<file path="src/rtl/pc_fetch_unit_pkg.sv">
// Shared encodings for the program-counter / instruction-fetch block.
package pc_fetch_unit_pkg;

    // Next-PC select encodings driven by the control/branch logic
    localparam logic [1:0] PC_SRC_SEQ = 2'b00;
    localparam logic [1:0] PC_SRC_BR  = 2'b01;
    localparam logic [1:0] PC_SRC_J   = 2'b10;
    localparam logic [1:0] PC_SRC_JR  = 2'b11;

    localparam logic [31:0] RESET_PC_DEFAULT = 32'h0000_0000;

    // Fetch sequencer states
    typedef enum logic [1:0] {
        StIdle = 2'b00,
        StReq  = 2'b01,
        StWait = 2'b10,
        StHold = 2'b11
    } fetch_state_e;

endpackage

</file>
<file path="src/rtl/pc_next_mux.sv">
// 4:1 next-PC selector: sequential, branch, jump, jump-register.
module pc_next_mux
    import pc_fetch_unit_pkg::*;
#(
    parameter int unsigned WIDTH = 32
) (
    input  logic [1:0]       i_sel,
    input  logic [WIDTH-1:0] i_seq,
    input  logic [WIDTH-1:0] i_br,
    input  logic [WIDTH-1:0] i_j,
    input  logic [WIDTH-1:0] i_jr,
    output logic [WIDTH-1:0] o_y
);

    // Select the candidate named by i_sel
    always_comb begin
        o_y = i_seq;
        case (i_sel)
            PC_SRC_SEQ: o_y = i_seq;
            PC_SRC_BR:  o_y = i_br;
            PC_SRC_J:   o_y = i_j;
            PC_SRC_JR:  o_y = i_jr;
            default:    o_y = i_seq;
        endcase
    end

endmodule

</file>
<file path="src/rtl/pc_fetch_unit.sv">
// PC register and single-outstanding fetch sequencer feeding decode through a one-entry buffer.
module pc_fetch_unit
    import pc_fetch_unit_pkg::*;
#(
    parameter int unsigned        ADDR_W   = 32,
    parameter int unsigned        INSTR_W  = 32,
    parameter logic [ADDR_W-1:0]  RESET_PC = RESET_PC_DEFAULT
) (
    input  logic               i_clk,
    input  logic               i_reset_n,
    input  logic [1:0]         i_pc_src,
    input  logic               i_redirect,
    input  logic [ADDR_W-1:0]  i_branch_target,
    input  logic [25:0]        i_jump_index,
    input  logic [ADDR_W-1:0]  i_jr_addr,
    output logic [ADDR_W-1:0]  o_imem_addr,
    output logic               o_imem_req,
    input  logic               i_imem_gnt,
    input  logic               i_imem_rvalid,
    input  logic [INSTR_W-1:0] i_imem_rdata,
    output logic               o_dec_valid,
    input  logic               i_dec_ready,
    output logic [INSTR_W-1:0] o_dec_instr,
    output logic [ADDR_W-1:0]  o_dec_pc
);

    fetch_state_e       r_state;
    logic [ADDR_W-1:0]  r_pc;
    logic               r_kill;
    logic               r_dec_valid;
    logic [INSTR_W-1:0] r_buf_instr;
    logic [ADDR_W-1:0]  r_buf_pc;

    logic [ADDR_W-1:0]  w_pc_plus4;
    logic [ADDR_W-1:0]  w_br;
    logic [ADDR_W-1:0]  w_jump;
    logic [ADDR_W-1:0]  w_jr;
    logic [ADDR_W-1:0]  w_target;
    logic               w_redirect;

    assign w_pc_plus4 = r_pc + ADDR_W'(4);
    assign w_br       = i_branch_target & ~ADDR_W'(3);
    assign w_jr       = i_jr_addr & ~ADDR_W'(3);
    assign w_jump     = {w_pc_plus4[ADDR_W-1:28], i_jump_index, 2'b00};

    // A redirect selecting PC+4 changes nothing, so it is not treated as a redirect
    assign w_redirect = i_redirect && (i_pc_src != PC_SRC_SEQ);

    pc_next_mux #(
        .WIDTH (ADDR_W)
    ) u_pc_next_mux (
        .i_sel (i_pc_src),
        .i_seq (w_pc_plus4),
        .i_br  (w_br),
        .i_j   (w_jump),
        .i_jr  (w_jr),
        .o_y   (w_target)
    );

    // Fetch FSM, PC register, kill flag and decode buffer
    always_ff @(posedge i_clk) begin
        if (!i_reset_n) begin
            r_state     <= StIdle;
            r_pc        <= RESET_PC;
            r_kill      <= 1'b0;
            r_dec_valid <= 1'b0;
            r_buf_instr <= '0;
            r_buf_pc    <= '0;
        end else begin
            if (w_redirect) begin
                r_pc <= w_target;
            end
            case (r_state)
                StIdle: r_state <= StReq;
                StReq: begin
                    if (i_imem_gnt) begin
                        r_state <= StWait;
                        // Granted fetch targets the old PC: its data must be discarded
                        r_kill  <= w_redirect;
                    end
                end
                StWait: begin
                    if (i_imem_rvalid) begin
                        if (r_kill || w_redirect) begin
                            r_kill  <= 1'b0;
                            r_state <= StReq;
                        end else begin
                            r_buf_instr <= i_imem_rdata;
                            r_buf_pc    <= r_pc;
                            r_pc        <= w_pc_plus4;
                            r_dec_valid <= 1'b1;
                            r_state     <= StHold;
                        end
                    end else if (w_redirect) begin
                        r_kill <= 1'b1;
                    end
                end
                StHold: begin
                    if (w_redirect || i_dec_ready) begin
                        r_dec_valid <= 1'b0;
                        r_state     <= StReq;
                    end
                end
                default: r_state <= StIdle;
            endcase
        end
    end

    assign o_imem_req  = (r_state == StReq);
    assign o_imem_addr = r_pc;
    assign o_dec_valid = r_dec_valid;
    assign o_dec_instr = r_buf_instr;
    assign o_dec_pc    = r_buf_pc;

endmodule
</file>
<file path="config.mk">
export PLATFORM = sky130hd
export DESIGN_NAME = pc_fetch_unit
export DESIGN_NICKNAME = d
export VERILOG_FILES = /design/src/rtl/pc_fetch_unit_pkg.sv /design/src/rtl/pc_next_mux.sv /design/src/rtl/pc_fetch_unit.sv
export SDC_FILE = /design/constraint.sdc
export NUM_CORES = 1
export LEC_CHECK = 0
export ABC_CLOCK_PERIOD_IN_PS = 1900
export BUFFER_PORTS_ARGS = -buffer_cell sky130_fd_sc_hd__buf_2
export CAP_MARGIN = 5
export CELL_PAD_IN_SITES_DETAIL_PLACEMENT = 1
export CELL_PAD_IN_SITES_GLOBAL_PLACEMENT = 1
export CORE_AREA = 2 2 139 127
export DETAILED_ROUTE_END_ITERATION = 10
export DIE_AREA = 0 0 141 129
export PLACE_DENSITY = 0.8
export SYNTH_ARGS = -nofsm -noshare
export SYNTH_HDL_FRONTEND = slang
export SYNTH_SLANG_ARGS = --single-unit
</file>
<file path="constraint.sdc">
create_clock -name i_clk -period 1.9 [get_ports i_clk]
set_input_delay 0.095 -clock i_clk [delete_from_list [all_inputs] [get_ports i_clk]]
set_output_delay 0.095 -clock i_clk [all_outputs]
set_load 0.005 [all_outputs]
</file>
==> impl_metrics.prom <==
# TYPE chip_impl_metric gauge
chip_impl_metric{name="global_route_wire_length_before_repair",unit="µm"} 29310
chip_impl_metric{name="drive_above_1_share",unit=""} 0.3659
chip_impl_metric{name="critPathRequiredTime",unit="ns"} 2.19
chip_impl_metric{name="final_antenna_net_count",unit=""} 0
chip_impl_metric{name="largest_net_degree_at_the_start_of_global_routing",unit=""} 65
chip_impl_info{name="outcome",value="completed"} 1
chip_impl_metric{name="grt_remaining_overflow",unit=""} 0
chip_impl_info{name="yosys-top-cells-area",value="dfxtp_1 42%, nand2_1 13%, a21oi_1 7.0%"} 1
chip_impl_metric{name="p_leak",unit="nW"} 3.220
chip_impl_metric{name="cts_buffer_depth",unit=""} 2
chip_impl_metric{name="gp_congestion",unit=""} 0.7836
chip_impl_metric{name="grt_pass1_vias",unit=""} 5476
chip_impl_metric{name="initial_antenna_violation_count",unit=""} 0
chip_impl_metric{name="n_antenna_cell",unit=""} 0
chip_impl_metric{name="critical_path.max_stage_delay",unit="ns"} 0.61
chip_impl_metric{name="layout.cells.non_filler",unit=""} 1091
chip_impl_info{name="cell_type_with_the_largest_total_area_after_synthesis",value="dfxtp_1"} 1
chip_impl_info{name="critPathLaunchType",value="flop"} 1
chip_impl_metric{name="arrival",unit="ns"} 2.14
chip_impl_metric{name="worstPathBufferInverterCount",unit=""} 0
chip_impl_metric{name="synthesis.instances",unit=""} 601
chip_impl_info{name="synth.cells.most_frequent",value="170 x nand2_1, 100 x dfxtp_1, 67 x a21oi_1"} 1
chip_impl_metric{name="average_detailed_routed_wire_length_per_instance",unit="µm"} 17.36
chip_impl_metric{name="syn_area_per_cell",unit="µm²"} 7.974
chip_impl_metric{name="detailed_placement_wirelength_estimate",unit="µm"} 13360
chip_impl_metric{name="die_x",unit="µm"} 141
chip_impl_metric{name="fin_worst_skew",unit="ns"} 0.009657
chip_impl_metric{name="clk_pin_slew",unit="ns"} 0.07
chip_impl_metric{name="core_region_area",unit="µm²"} 16720
chip_impl_metric{name="area_growth_syn_to_layout",unit="%"} 49.27
chip_impl_metric{name="power-per-cell-area",unit="nW/µm²"} 696.9
chip_impl_metric{name="initial_detailed_routing_violation_count",unit=""} 248
chip_impl_metric{name="first_pass_iters",unit=""} 4
chip_impl_info{name="clock_tree_from_tritoncts",value="built"} 1
chip_impl_metric{name="cts_buffers",unit=""} 9
chip_impl_metric{name="hold_ws",unit="ns"} 0.07171
chip_impl_metric{name="globalRouteMet1Util",unit=""} 0.2663
chip_impl_metric{name="slew_at_the_pin_closest_to_its_max_slew_limit",unit="ns"} 0.5138
chip_impl_metric{name="ys_ff_latch",unit=""} 100
chip_impl_metric{name="die_height",unit="µm"} 129
chip_impl_info{name="synthMostInstantiatedCell",value="nand2_1"} 1
chip_impl_metric{name="irDropWorstVdd",unit="mV"} 0.4831
chip_impl_metric{name="totalWireLength",unit="µm"} 18940
chip_impl_metric{name="max_slew_margin",unit=""} 0.6575
chip_impl_metric{name="worstSkewPairLatency",unit="ns"} 0.35
chip_impl_metric{name="cts_num_sinks",unit=""} 100
chip_impl_metric{name="synth.top_cell.area_share",unit=""} 0.4178
chip_impl_info{name="cpLargestDelayFamily",value="simple AND/OR/NAND/NOR gates"} 1
chip_impl_metric{name="cts-htree-levels",unit=""} 3
chip_impl_metric{name="final-max-slew-violation-count",unit=""} 0
chip_impl_metric{name="vias",unit=""} 5393
chip_impl_metric{name="vias_per_cell",unit=""} 4.943
chip_impl_metric{name="initial_utilization",unit=""} 0.2866
chip_impl_metric{name="crit_path_max_fanout",unit=""} 5
chip_impl_info{name="cp_cell_sequence",value="nand4_4 > or4_4 > nor4b_4 > mux2_4 > o21ai_2"} 1
chip_impl_metric{name="grt_met2_usage",unit=""} 0.3469
chip_impl_info{name="ys.flop_type",value="dfxtp_1"} 1
chip_impl_info{name="rsz0062_at_grt",value="yes"} 1
chip_impl_metric{name="remaining_drc_errors",unit=""} 0
chip_impl_metric{name="synth.lib_cells_used.distinct",unit=""} 54
chip_impl_metric{name="numPlacedInstances",unit=""} 1041
chip_impl_metric{name="place_area",unit="µm²"} 6436
chip_impl_metric{name="flop_to_flop_setup_slack",unit="ns"} 0.05
chip_impl_metric{name="number_of_enable_type_register_cells_in_the_synthesized_netlist",unit=""} 0
chip_impl_metric{name="dieArea",unit="µm²"} 18190
chip_impl_info{name="setup.worst_path.end_class",value="flop"} 1
chip_impl_metric{name="final-hold-violation-count",unit=""} 0
chip_impl_metric{name="min_period_over_period",unit=""} 0.9723
chip_impl_metric{name="core.rowCount",unit=""} 45
chip_impl_metric{name="syn_area",unit="µm²"} 4792
chip_impl_metric{name="globalRouteTotalUtil",unit=""} 0.2055
chip_impl_metric{name="grtUsageMet3",unit=""} 0.03722
chip_impl_info{name="timing.hold.worst.class",value="input port to flop"} 1
chip_impl_metric{name="final_area",unit="µm²"} 7153
chip_impl_metric{name="synth_net_count",unit=""} 736
chip_impl_info{name="clockRootBuffer",value="clkbuf_16"} 1
chip_impl_info{name="crit_path_top_delay_cell",value="or4_4"} 1
chip_impl_metric{name="achievable-frequency",unit="MHz"} 541.3
chip_impl_metric{name="synth_seq_area_share",unit=""} 0.4178
chip_impl_metric{name="maxCapViolations",unit=""} 0
chip_impl_info{name="setup.worst_path.class",value="flop to flop"} 1
chip_impl_info{name="grt.busiest_layer",value="met2"} 1
chip_impl_metric{name="boundaryPins",unit=""} 228
chip_impl_metric{name="async_flop_share",unit=""} 0
chip_impl_metric{name="placement.io_buffers",unit=""} 223
chip_impl_metric{name="synth_warnings",unit=""} 0
chip_impl_metric{name="num-fill-cells",unit=""} 2067
chip_impl_metric{name="period_needed",unit="ns"} 1.847
chip_impl_metric{name="final_nets",unit=""} 1011
chip_impl_metric{name="setup_viol_count_final",unit=""} 0
layout make-up:
cell class | count | area (µm²) | share of cell area
flip-flops and latches | 100 | 2013 | 0.2814
clock buffers | 11 | 242.7 | 0.03393
multi-input cells | 448 | 2671 | 0.3734
well taps | 211 | 264.0 | 0.03691
inverters | 11 | 42.54 | 0.005947
clock inverters | 4 | 50.05 | 0.006997
repair buffers | 306 | 1869 | 0.2613
layout by cell type (no fill, tap or decap), types with 4 or more instances in the layout:
cell type | netlist | routed
xor2_1 | 17 | 17
ha_1 | 5 | 4
nor3_1 | 4 | 4
and3_1 | 7 | 7
buf_4 | 0 | 47
dfxtp_1 | 100 | 91
dfxtp_2 | 0 | 9
nand4_1 | 9 | 9
buf_2 | 3 | 223
o21ai_0 | 34 | 32
mux2i_1 | 28 | 28
nand3_1 | 12 | 11
buf_12 | 0 | 4
a21oi_1 | 67 | 67
nand2b_1 | 5 | 5
dlygate4sd3_1 | 0 | 32
nand2_1 | 170 | 169
xnor2_1 | 6 | 6
nor2_1 | 12 | 11
a221oi_1 | 23 | 21
clkbuf_16 | 0 | 9
inv_1 | 10 | 10
cell families after synthesis:
kind of cell    Yosys count  synth area share
compound gates          146            0.1856
xor+xnor                 23           0.04204
fa+ha+maj                 5           0.01305
buf+inv                  53           0.04230
flops                   100            0.4178
mux                      30           0.06319
simple gates            244            0.2360
worst paths after layout:
path / startpoint / endpoint / cells after the start
max: o_imem_addr[10] / o_imem_addr[29] / 5
min reg2reg: o_dec_pc[7] / o_dec_pc[7] / 2
max reg2reg: o_imem_addr[10] / o_imem_addr[29] / 5
min: i_branch_target[23] / o_imem_addr[23] / 3
report_power, final:
group	leakage (nW)	internal, W	switching [W]
logic	2.27	0.000426	0.000458
clock network	0.138	0.00105	0.000820
registers	0.816	0.00217	0.0000579
total	3.22	0.00365	0.00134
state kept, by name, summed over array words and instances (netlist names):
register	cells
r_kill	1
o_dec_instr	32
o_dec_valid	1
o_dec_pc	32
r_state	2
o_imem_addr	32
stage by stage:
step                      total power, W  setup TNS, ns  utilization  setup WS (ns)
after global routing            0.005217       -0.04681       0.4278       -0.03645
after detailed placement        0.003076              0       0.3849        0.01450
after CTS                       0.005021              0       0.4216        0.03329
final                           0.004985              0       0.4278        0.05263
after global placement          0.003052              0       0.3849        0.09197
after floorplan                 0.002640         -1.402            -       -0.02809
what timing repair did:
action	4_1_cts	5_1_grt
pin swaps	1	6
setup endpoints to repair	3	8
hold buffers	32	0
hold endpoints to repair	32	0
gates resized for setup	1	21
setup buffers	0	3
gates cloned	0	0
routing by layer:
metal | part of all wire | up-vias
met5 | 0 | -
met4 | 0.022 | 0
met3 | 0.052 | 31
met2 | 0.49 | 155
met1 | 0.44 | 2565
li1 | - | 2642
worst register-to-register path, stage by stage, from the launching register on:
cell and delay, ns:
dfxtp_2 0.36, nand4_4 0.11, or4_4 0.61, nor4b_4 0.33, mux2_4 0.33, o21ai_2 0.05
(Power assumes the default switching activity.)
